`src/rtl/ppu_pkg.sv`:
```
// Shared types and dot/line constants for the PPU sprite evaluation logic.
package ppu_pkg;

   localparam int SPR_COUNT = 64;
   localparam int SEC_SLOTS = 8;

   typedef enum logic [2:0] {
      IDLE,
      CLEAR,
      EVAL_Y,
      EVAL_COPY,
      OVF_SCAN,
      DONE
   } eval_state_t;

   localparam logic [8:0] SPR_H8         = 9'd8;
   localparam logic [8:0] SPR_H16        = 9'd16;
   localparam logic [8:0] CLEAR_END_DOT  = 9'd64;
   localparam logic [8:0] EVAL_END_DOT   = 9'd256;
   localparam logic [8:0] FETCH_DOT      = 9'd257;
   localparam logic [8:0] PRERENDER_LINE = 9'd261;
   localparam logic [8:0] VISIBLE_LINES  = 9'd240;

endpackage

```
`src/rtl/sprite_range_cmp.sv`:
```
// Vertical range test: sprite row = scanline - Y in 9-bit unsigned, so Y >= 240 never matches.
module sprite_range_cmp
   import ppu_pkg::*;
(
   input  logic [8:0] scanline,
   input  logic [7:0] y,
   input  logic       tall,
   output logic       hit
);

   logic [8:0] diff;

   assign diff = scanline - {1'b0, y};
   assign hit  = diff < (tall ? SPR_H16 : SPR_H8);

endmodule

```
`src/rtl/sprite_eval_ctrl.sv`:
```
// Sprite evaluation: clears secondary OAM, copies up to 8 in-range sprites, flags overflow and sprite 0.
// Outputs registered one dot after the deciding clock_EN edge; no backpressure. SPRITE_OVF_BUG_EN selects the 2C02 overflow-scan bug.
module sprite_eval_ctrl
   import ppu_pkg::*;
(
   input  logic       clock,
   input  logic       reset_n,
   input  logic       clock_EN,
   input  logic [8:0] dot,
   input  logic [8:0] scanline,
   input  logic       render_en,
   input  logic       tall_sprites,
   input  logic [7:0] cpu_oam_addr,
   input  logic [7:0] oam_rdata,
   output logic [7:0] oam_addr,
   output logic [4:0] sec_addr,
   output logic       sec_write,
   output logic [7:0] sec_wdata,
   output logic [3:0] sprite_count,
   output logic       sprite_zero_next,
   output logic       sprite_overflow,
   output logic       eval_done
);

   eval_state_t state;
   logic [5:0]  n;
   logic [1:0]  m;
   logic [3:0]  found;
   logic [4:0]  clr;
   logic [7:0]  byte_q;
   logic        szn_work;
   logic        hit;
   logic        active;
   logic        last_spr;

   assign active   = render_en && (scanline < VISIBLE_LINES);
   assign last_spr = (n == 6'(SPR_COUNT - 1));

   sprite_range_cmp u_range (
      .scanline (scanline),
      .y        (byte_q),
      .tall     (tall_sprites),
      .hit      (hit)
   );

   always_ff @(posedge clock or negedge reset_n) begin
      if (!reset_n) begin
         state            <= IDLE;
         n                <= 6'd0;
         m                <= 2'd0;
         found            <= 4'd0;
         clr              <= 5'd0;
         byte_q           <= 8'd0;
         szn_work         <= 1'b0;
         oam_addr         <= 8'd0;
         sec_addr         <= 5'd0;
         sec_write        <= 1'b0;
         sec_wdata        <= 8'd0;
         sprite_count     <= 4'd0;
         sprite_zero_next <= 1'b0;
         sprite_overflow  <= 1'b0;
         eval_done        <= 1'b0;
      end else if (clock_EN) begin
         sec_write <= 1'b0;
         if (dot == 9'd0) eval_done <= 1'b0;
         if (dot == 9'd1 && scanline == PRERENDER_LINE) sprite_overflow <= 1'b0;

         if (!active) begin
            state    <= IDLE;
            oam_addr <= cpu_oam_addr;
         end else if (dot == 9'd0) begin
            state    <= CLEAR;
            n        <= 6'd0;
            m        <= 2'd0;
            found    <= 4'd0;
            clr      <= 5'd0;
            szn_work <= 1'b0;
            oam_addr <= 8'd0;
         end else begin
            case (state)
               IDLE: oam_addr <= cpu_oam_addr;
               CLEAR: begin
                  if (!dot[0]) begin
                     sec_write <= 1'b1;
                     sec_addr  <= clr;
                     sec_wdata <= 8'hFF;
                     clr       <= clr + 5'd1;
                     if (dot == CLEAR_END_DOT) state <= EVAL_Y;
                  end
               end
               EVAL_Y, EVAL_COPY, OVF_SCAN: begin
                  // Odd dots latch the presented byte; even dots act on it and set up the next address.
                  if (dot > EVAL_END_DOT) begin
                     state <= DONE;
                  end else if (dot[0]) begin
                     byte_q <= oam_rdata;
                  end else if (state == EVAL_Y) begin
                     sec_write <= 1'b1;
                     sec_addr  <= {found[2:0], 2'b00};
                     sec_wdata <= byte_q;
                     if (hit) begin
                        if (n == 6'd0) szn_work <= 1'b1;
                        m        <= 2'd1;
                        oam_addr <= {n, 2'b01};
                        state    <= EVAL_COPY;
                     end else begin
                        n        <= n + 6'd1;
                        oam_addr <= {n + 6'd1, 2'b00};
                        if (last_spr) state <= DONE;
                     end
                  end else if (state == EVAL_COPY) begin
                     sec_write <= 1'b1;
                     sec_addr  <= {found[2:0], m};
                     sec_wdata <= byte_q;
                     if (m == 2'd3) begin
                        found    <= found + 4'd1;
                        n        <= n + 6'd1;
                        m        <= 2'd0;
                        oam_addr <= {n + 6'd1, 2'b00};
                        if (last_spr)                        state <= DONE;
                        else if (found == 4'(SEC_SLOTS - 1)) state <= OVF_SCAN;
                        else                                 state <= EVAL_Y;
                     end else begin
                        m        <= m + 2'd1;
                        oam_addr <= {n, m + 2'd1};
                     end
                  end else begin
                     if (hit) begin
                        sprite_overflow <= 1'b1;
                        state           <= DONE;
                     end else begin
                        n <= n + 6'd1;
`ifdef SPRITE_OVF_BUG_EN
                        // The byte index drifts with every miss, so later tests look at tile/attr/X bytes.
                        m        <= m + 2'd1;
                        oam_addr <= {n + 6'd1, m + 2'd1};
`else
                        oam_addr <= {n + 6'd1, m};
`endif
                        if (last_spr) state <= DONE;
                     end
                  end
               end
               DONE: begin
                  if (dot == FETCH_DOT) begin
                     eval_done        <= 1'b1;
                     sprite_count     <= found;
                     sprite_zero_next <= szn_work;
                  end
               end
               default: state <= IDLE;
            endcase
         end
      end
   end

endmodule
```
`config.mk`:
```
export PLATFORM = sky130hd
export DESIGN_NAME = sprite_eval_ctrl
export DESIGN_NICKNAME = d
export VERILOG_FILES = /design/src/rtl/ppu_pkg.sv /design/src/rtl/sprite_range_cmp.sv /design/src/rtl/sprite_eval_ctrl.sv
export SDC_FILE = /design/constraint.sdc
export NUM_CORES = 1
export LEC_CHECK = 0
export CAP_MARGIN = 5
export CORE_MARGIN = 1.5
export CORE_UTILIZATION = 39
export DETAILED_ROUTE_END_ITERATION = 8
export PLACE_DENSITY = 0.62
export SLEW_MARGIN = 0
export SYNTH_ARGS = -nofsm -noshare
export SYNTH_HDL_FRONTEND = slang
export SYNTH_SLANG_ARGS = --single-unit
```
`constraint.sdc`:
```
create_clock -name clock -period 3.69 [get_ports clock]
set_input_delay 0.738 -clock clock [delete_from_list [all_inputs] [get_ports clock]]
set_output_delay 0.738 -clock clock [all_outputs]
set_load 0.005 [all_outputs]
```
; Word level (Yosys, flattened, before mapping)
; Cells that the tools add are included.
[totals]
regBits = 58
output_inout_bits = 29
[op_classes]
n_addsub = 5
bitwise = 2
order_cmp = 3
n_reduce_logical = 26
n_eq_ne = 30
mux = 93
[op_table]
columns = operator, n
row1 = 8-bit 2-to-1 mux, 14
row2 = 6-bit 2-to-1 mux, 8
row3 = 5-bit 2-to-1 mux, 9
row4 = 3-bit 2-to-1 mux, 14
row5 = 8-bit one-hot mux with 2 select lines, 2
row6 = 1-bit 2-to-1 mux, 28
row7 = 4-bit 2-to-1 mux, 7
row8 = 8-bit AND reduction, 3
row9 = 9-bit equality test (second input constant), 2
row10 = 6-bit AND reduction, 3
row11 = 2-bit 2-to-1 mux, 8
row12 = 4-bit != test (second input constant), 4
row13 = 2-bit nonzero test, 8
row14 = 2-bit != test (second input constant), 5
row15 = 5-bit one-hot mux with 2 select lines, 1
row16 = 5-bit AND reduction, 2
row17 = 9-bit by 1-bit equality test with 1-bit output (second input constant), 1
row18 = 9-bit by 7-bit equality test with 1-bit output (second input constant), 1
row19 = 9-bit > comparator (second input constant), 1
row20 = 9-bit zero test, 1
row21 = 9-bit by 8-bit < comparator with 1-bit output (second input constant), 1
row22 = 9-bit < comparator, 1
row23 = 3-bit one-hot mux with 3 select lines, 1
row24 = 9-bit by 8-bit subtractor with 9-bit output, 1
row25 = 28 further kinds, 33

; Depth between registers and ports, before layout
[depth]
word_depth = 11
mapped_depth = 14
depth_no_buf = 12

; Hierarchy
; Synthesis repeated with hierarchy kept, for this count alone.
[unflattened]
hier_cells = 379
area_unflattened_um2 = 3618.5
[modules_own_cells]
columns = module, cells_per_inst, area_each_um2, seq_area_each_um2, instances
row1 = sprite_eval_ctrl, 341, 3328.2, 1451.4, 1
row2 = sprite_range_cmp, 38, 290.3, 0.0, 1

; Worst setup path before layout
; Ideal clock, no wire load.
[synth_path]
path_type = input port to flip-flop
start = in dot[3]
end = reg n[0]
path_buffers = 0
path_slack_ns = 0.524
cell_stages = 11
arrival_ns = 3.022
t_required_ns = 3.546
setup_ns = 0.144
path_cell_list = nor4_1 > nand2_1 > or3_1 > inv_1 > ha_1 > clkinv_1 > a211oi_1 > o31ai_1 > a31oi_4 > xnor2_1 > nor2_1
[synth_between]
elab_chain_cells = 3
word_cells_on_any_way = 8
cone_classes = order compare: 1 / eq/ne: 3 / mux: 1 / reduce/logical: 3
[synth_rtl]
columns = item, line_no
row1 = start: declaration, sprite_eval_ctrl.sv:9  ; input logic [8:0] dot,
row2 = 9-bit > comparator or 9-bit zero test (tied branches), "sprite_eval_ctrl.sv:93, sprite_eval_ctrl.sv:71"
row3 = "2-bit != test (no source line), or another cell as far along", --
row4 = 6-bit AND reduction (no source line), --
row5 = end signal: assignment, sprite_eval_ctrl.sv:107  ; n <= n + 6'd1;
row6 = end signal: assignment, sprite_eval_ctrl.sv:117  ; n <= n + 6'd1;
row7 = end signal: assignment, sprite_eval_ctrl.sv:132  ; n <= n + 6'd1;
row8 = end: declaration, sprite_eval_ctrl.sv:26  ; logic [5:0] n;
; Several ways; a longest one is shown, not always the timed one.
; A chain may end at the register's enable or synchronous reset.

; Worst setup path in the final report
[layout_path]
start = in scanline[1]
end = reg oam_addr[3]
[layout_between]
elab_chain_cells = 9
word_cells_on_any_way = 16
cone_classes = add/sub: 1 / order compare: 2 / eq/ne: 4 / mux: 7 / reduce/logical: 2
[layout_rtl]
columns = item, line_no
row1 = start: declaration, sprite_eval_ctrl.sv:10  ; input logic [8:0] scanline,
row2 = 9-bit by 8-bit subtractor with 9-bit output, sprite_range_cmp.sv:13  ; assign diff = scanline - {1'b0, y};
row3 = 9-bit < comparator, sprite_range_cmp.sv:14  ; assign hit = diff < (tall ? SPR_H16 : SPR_H8);
row4 = 8-bit 2-to-1 mux, sprite_eval_ctrl.sv:101  ; if (hit) begin
row5 = 8-bit 2-to-1 mux, sprite_eval_ctrl.sv:97  ; end else if (state == EVAL_Y) begin
row6 = 8-bit 2-to-1 mux, sprite_eval_ctrl.sv:95  ; end else if (dot[0]) begin
row7 = 8-bit 2-to-1 mux, sprite_eval_ctrl.sv:93  ; if (dot > EVAL_END_DOT) begin
row8 = 8-bit one-hot mux with 2 select lines, sprite_eval_ctrl.sv:80  ; case (state)
row9 = 8-bit 2-to-1 mux, sprite_eval_ctrl.sv:71  ; end else if (dot == 9'd0) begin
row10 = 8-bit 2-to-1 mux, sprite_eval_ctrl.sv:68  ; if (!active) begin
row11 = end signal: assignment, sprite_eval_ctrl.sv:70  ; oam_addr <= cpu_oam_addr;
row12 = end signal: assignment, sprite_eval_ctrl.sv:81  ; IDLE: oam_addr <= cpu_oam_addr;
row13 = end signal: assignment, sprite_eval_ctrl.sv:104  ; oam_addr <= {n, 2'b01};
row14 = end: declaration, sprite_eval_ctrl.sv:15  ; output logic [7:0] oam_addr,
; Several ways; a longest one is shown, not always the timed one. The select of a mux whose other input is x is not followed.

==> results_dict.tcl <==
set metrics [dict create \
    setup.reg_to_reg.worst_slack_ns 0.81 \
    synth_edf_count 0 \
    finClkSkew_ns 0.0114 \
    path_common_cell "ha_1" \
    yosysTopAreaCell "dfrtp_1" \
    final.min_clock_period_ns 3.33 \
    synth.ff_latch_count 58 \
    postSynthNetCount 518 \
    syn_area_per_cell_um2 8.48 \
    slew_violations 0 \
    path_clk_slew_ns 0.08 \
    crit_path_capture_type "flip-flop" \
    placed_cells 664 \
    grt_pass1_wl_um 18700 \
    ys_top_cells_by_area "dfrtp_1 (37%), nor2_1 (5.3%), nand2_1 (5.2%)" \
    post-route-drc-count 0 \
    routed_wire_length_per_instance_um 17.1 \
    placedInstanceArea_mm2 0.00490 \
    report.power.total_w 0.00208 \
    cell_row_count 36 \
    maximum_number_of_pins_on_one_net_before_global_route_repair 29 \
    cts_repair_resize_count 0 \
    ff2ff_path_depth 12 \
    layout_common_cells "clkdlybuf4s50_1 (66), dfrtp_1 (58), nor2_1 (56)" \
    regArea_mm2 0.00145 \
    die_h_um 103 \
    routed-via-count 3756 \
    numClockSinks 58 \
    initialDrtViolationCount 284 \
    die_area_mm2 0.0107 \
    maxCapViolations 0 \
    min-delay-path-class "primary input to asynchronous set/reset pin" \
    total_area_of_multi_input_combinational_cells_mm2 0.00227 \
    hold_violations 0 \
    yosysSeqAreaShare_pct 36.9 \
    power.density_mw_per_mm2 410 \
    antenna-diode-count 0 \
    nets 596 \
    critPathRequiredTime_ns 3.93 \
    gr-total-overflow 0 \
    placement.io_buffers 67 \
    crit_slowest_cell "clkdlybuf4s50_1" \
    cts-root-to-sink-buffers 2 \
    timing.rr.start "byte_q[1]" \
    count_of_filler_cells_inserted_in_the_layout 962 \
    report.final.setup_viol 0 \
    worstPathArrival_ns 3.56 \
    final_common_cell "clkdlybuf4s50_1" \
    design.core.area_mm2 0.00977 \
    fmax_mhz 301 \
    ir_drop_v 0.000198 \
    rsz0062_at_grt "no" \
    synth_cells 464 \
    cts_htree_levels 3 \
    dp_hpwl_um 8720 \
    grt_pass1_vias 3564 \
    number_of_clock_buffers_inserted_by_tritoncts 9 \
    ios 68 \
    drt_pass1_iterations 6 \
    critical_path.cell_chain "clkdlybuf4s50_1 > ha_1 > a2111oi_4 > nor2_1 > xor2_1 > ha_1 > o21ai_0 > and4_1 > buf_12 > a41oi_1 > a31oi_1 > mux2_2" \
    clock_insertion_delay_worst_skew_ns 0.35 \
    root_buffer "clkbuf_8" \
    status "finished clean" \
    timing.rr.end "oam_addr[3]" \
    clock_tree_from_tritoncts "built" \
    hold_ws_ns 0.424 \
    drive_above_1_share_pct 12.1 \
    layout-area-overhead-vs-synth_pct 28.8 \
    netlist-cell-type-count 64 \
    layout.cell_area.non_filler_mm2 0.00507 \
    post_drt_via_cell_ratio 5.52 \
    power.static_leakage_nw 2.16 \
    grt_use_total_pct 23.3 \
    routabilityCongestion 0.869 \
    cpPeakStageDelay_ns 0.43 \
    asyncSetResetFlopFracSynth_pct 100 \
    post_synth_instance_area_mm2 0.00393 \
    die_w_um 103 \
    post-cts-setup-buffer-count 0 \
    cts_hold_repair.buffers 0 \
    critical_path.startpoint_type "primary input" \
    initial_core_util_pct 40.2 \
    totalNegativeSetupSlack_ns 0 \
    max_slew.worst_pin.slew_ns 0.707 \
    synthesis.yosys.warnings 0 \
    yosys.area.top_type_share_pct 36.9 \
    route.antenna.remaining_nets 0 \
    critical_path.n_buffers_inverters 2 \
    antenna_found_initial 0 \
    path_max_fanout 8 \
    crit_family "compound AO/OA/AOI/OAI gates" \
    worst-setup-path-type "primary input to flip-flop" \
    share_of_the_cycle_needed_by_the_critical_path_after_routing_pct 90.1 \
    synth_flop_cell "dfrtp_1" \
    totalWireLength_um 11600 \
    max-slew-margin-rel_pct 52.7 \
    fin_cells 680 \
]
-- kinds of logic (layout without fill, tap and decap cells) --
| kind of cell | count (synthesis) | after routing | share of synthesized area (%) |
|---|---|---|---|
| AND/OR/NAND/NOR | 180 | 180 | 21.5 |
| AO/OA/AOI/OAI | 129 | 129 | 24.1 |
| flip-flops | 58 | 58 | 36.9 |
| buffers and inverters | 52 | 135 | 5.47 |
| XOR/XNOR | 19 | 19 | 4.23 |
| adder cells (fa/ha/maj) | 15 | 15 | 4.77 |
| multiplexers | 11 | 11 | 3.05 |
-- power breakdown --
group,internal [W],total (W),switching (W)
clock,0.000258,0.000533,0.000275
sequential,0.000709,0.000760,0.0000512
combinational,0.000366,0.000785,0.000418
total,0.00133,0.00208,0.000744
-- routing by layer --
metal | track usage (%) | up-vias | part of all wire [%]
li1 | - | 1839 | -
met1 | 32.4 | 1765 | 46
met2 | 35.4 | 130 | 45
met3 | 3.83 | 22 | 5.9
met4 | 10.9 | 0 | 2.7
met5 | 0 | - | 0
-- final cells by class --
class                      count  share of cell area (%)
clock buffer                  11                    2.79
inverter                      22                    1.63
multi-input combinational    354                    44.7
sequential                    58                    28.6
clock inverter                 5                   0.593
tap                          133                    3.28
timing repair buffer          97                    18.3
-- state kept, by name, summed over array words and instances, names as in the netlist, 2 cells and up --
name          count
found             4
oam_addr          8
sec_addr          5
sec_wdata         8
state             3
n                 6
m                 2
sprite_count      4
clr               5
byte_q            8
-- stage by stage --
| stage | setup WS, ns | util, % |
|---|---|---|
| 6_report | 0.364 | 51.8 |
| 5_1_grt | 0.0985 | 51.8 |
| 4_1_cts | 0.373 | 51.8 |
| 3_5_place_dp | 0.0187 | 50.1 |
| 3_3_place_gp | 0.0938 | 50.1 |
| 2_1_floorplan | 0.524 | - |
-- worst register-to-register path: stages (launching register included) --
cell	delay, ns
dfrtp_1	0.36
inv_1	0.09
ha_1	0.27
a2111oi_4	0.36
nor2_1	0.14
xor2_1	0.16
ha_1	0.28
o21ai_0	0.12
and4_1	0.21
buf_12	0.15
a41oi_1	0.25
a31oi_1	0.11
mux2_2	0.27
-- cell usage after synthesis (3+ instances only) --
library cell  count
nand4_1           6
buf_2             7
a31oi_1          12
a22oi_1          10
nand2_1          54
dfrtp_1          58
and3_1           12
o22ai_1           3
buf_4             3
a32oi_1           3
nor2b_1           7
nand3_1           9
nor2_1           56
inv_1            21
o31ai_1           9
o21ai_0          24
xor2_1            9
o21ai_1           8
nand2b_1          4
mux2_2            8
ha_1             15
xnor2_1          10
mux2i_1           3
a21o_1            3
buf_1             3
a221oi_1          4
nor4_1            4
clkbuf_1         17
nor3_1           15
a21oi_1          22
and2_1            3
-- worst max path at each step --
stage / depth (start not counted) / startpoint / endpoint
floorplan: 11 / dot[3] / n[0]
global placement: 12 / scanline[1] / oam_addr[3]
detailed placement: 12 / scanline[1] / oam_addr[3]
CTS: 12 / scanline[1] / oam_addr[3]
global route: 12 / scanline[1] / oam_addr[5]
finish: 12 / scanline[1] / oam_addr[3]
(Power assumes the default switching activity.)
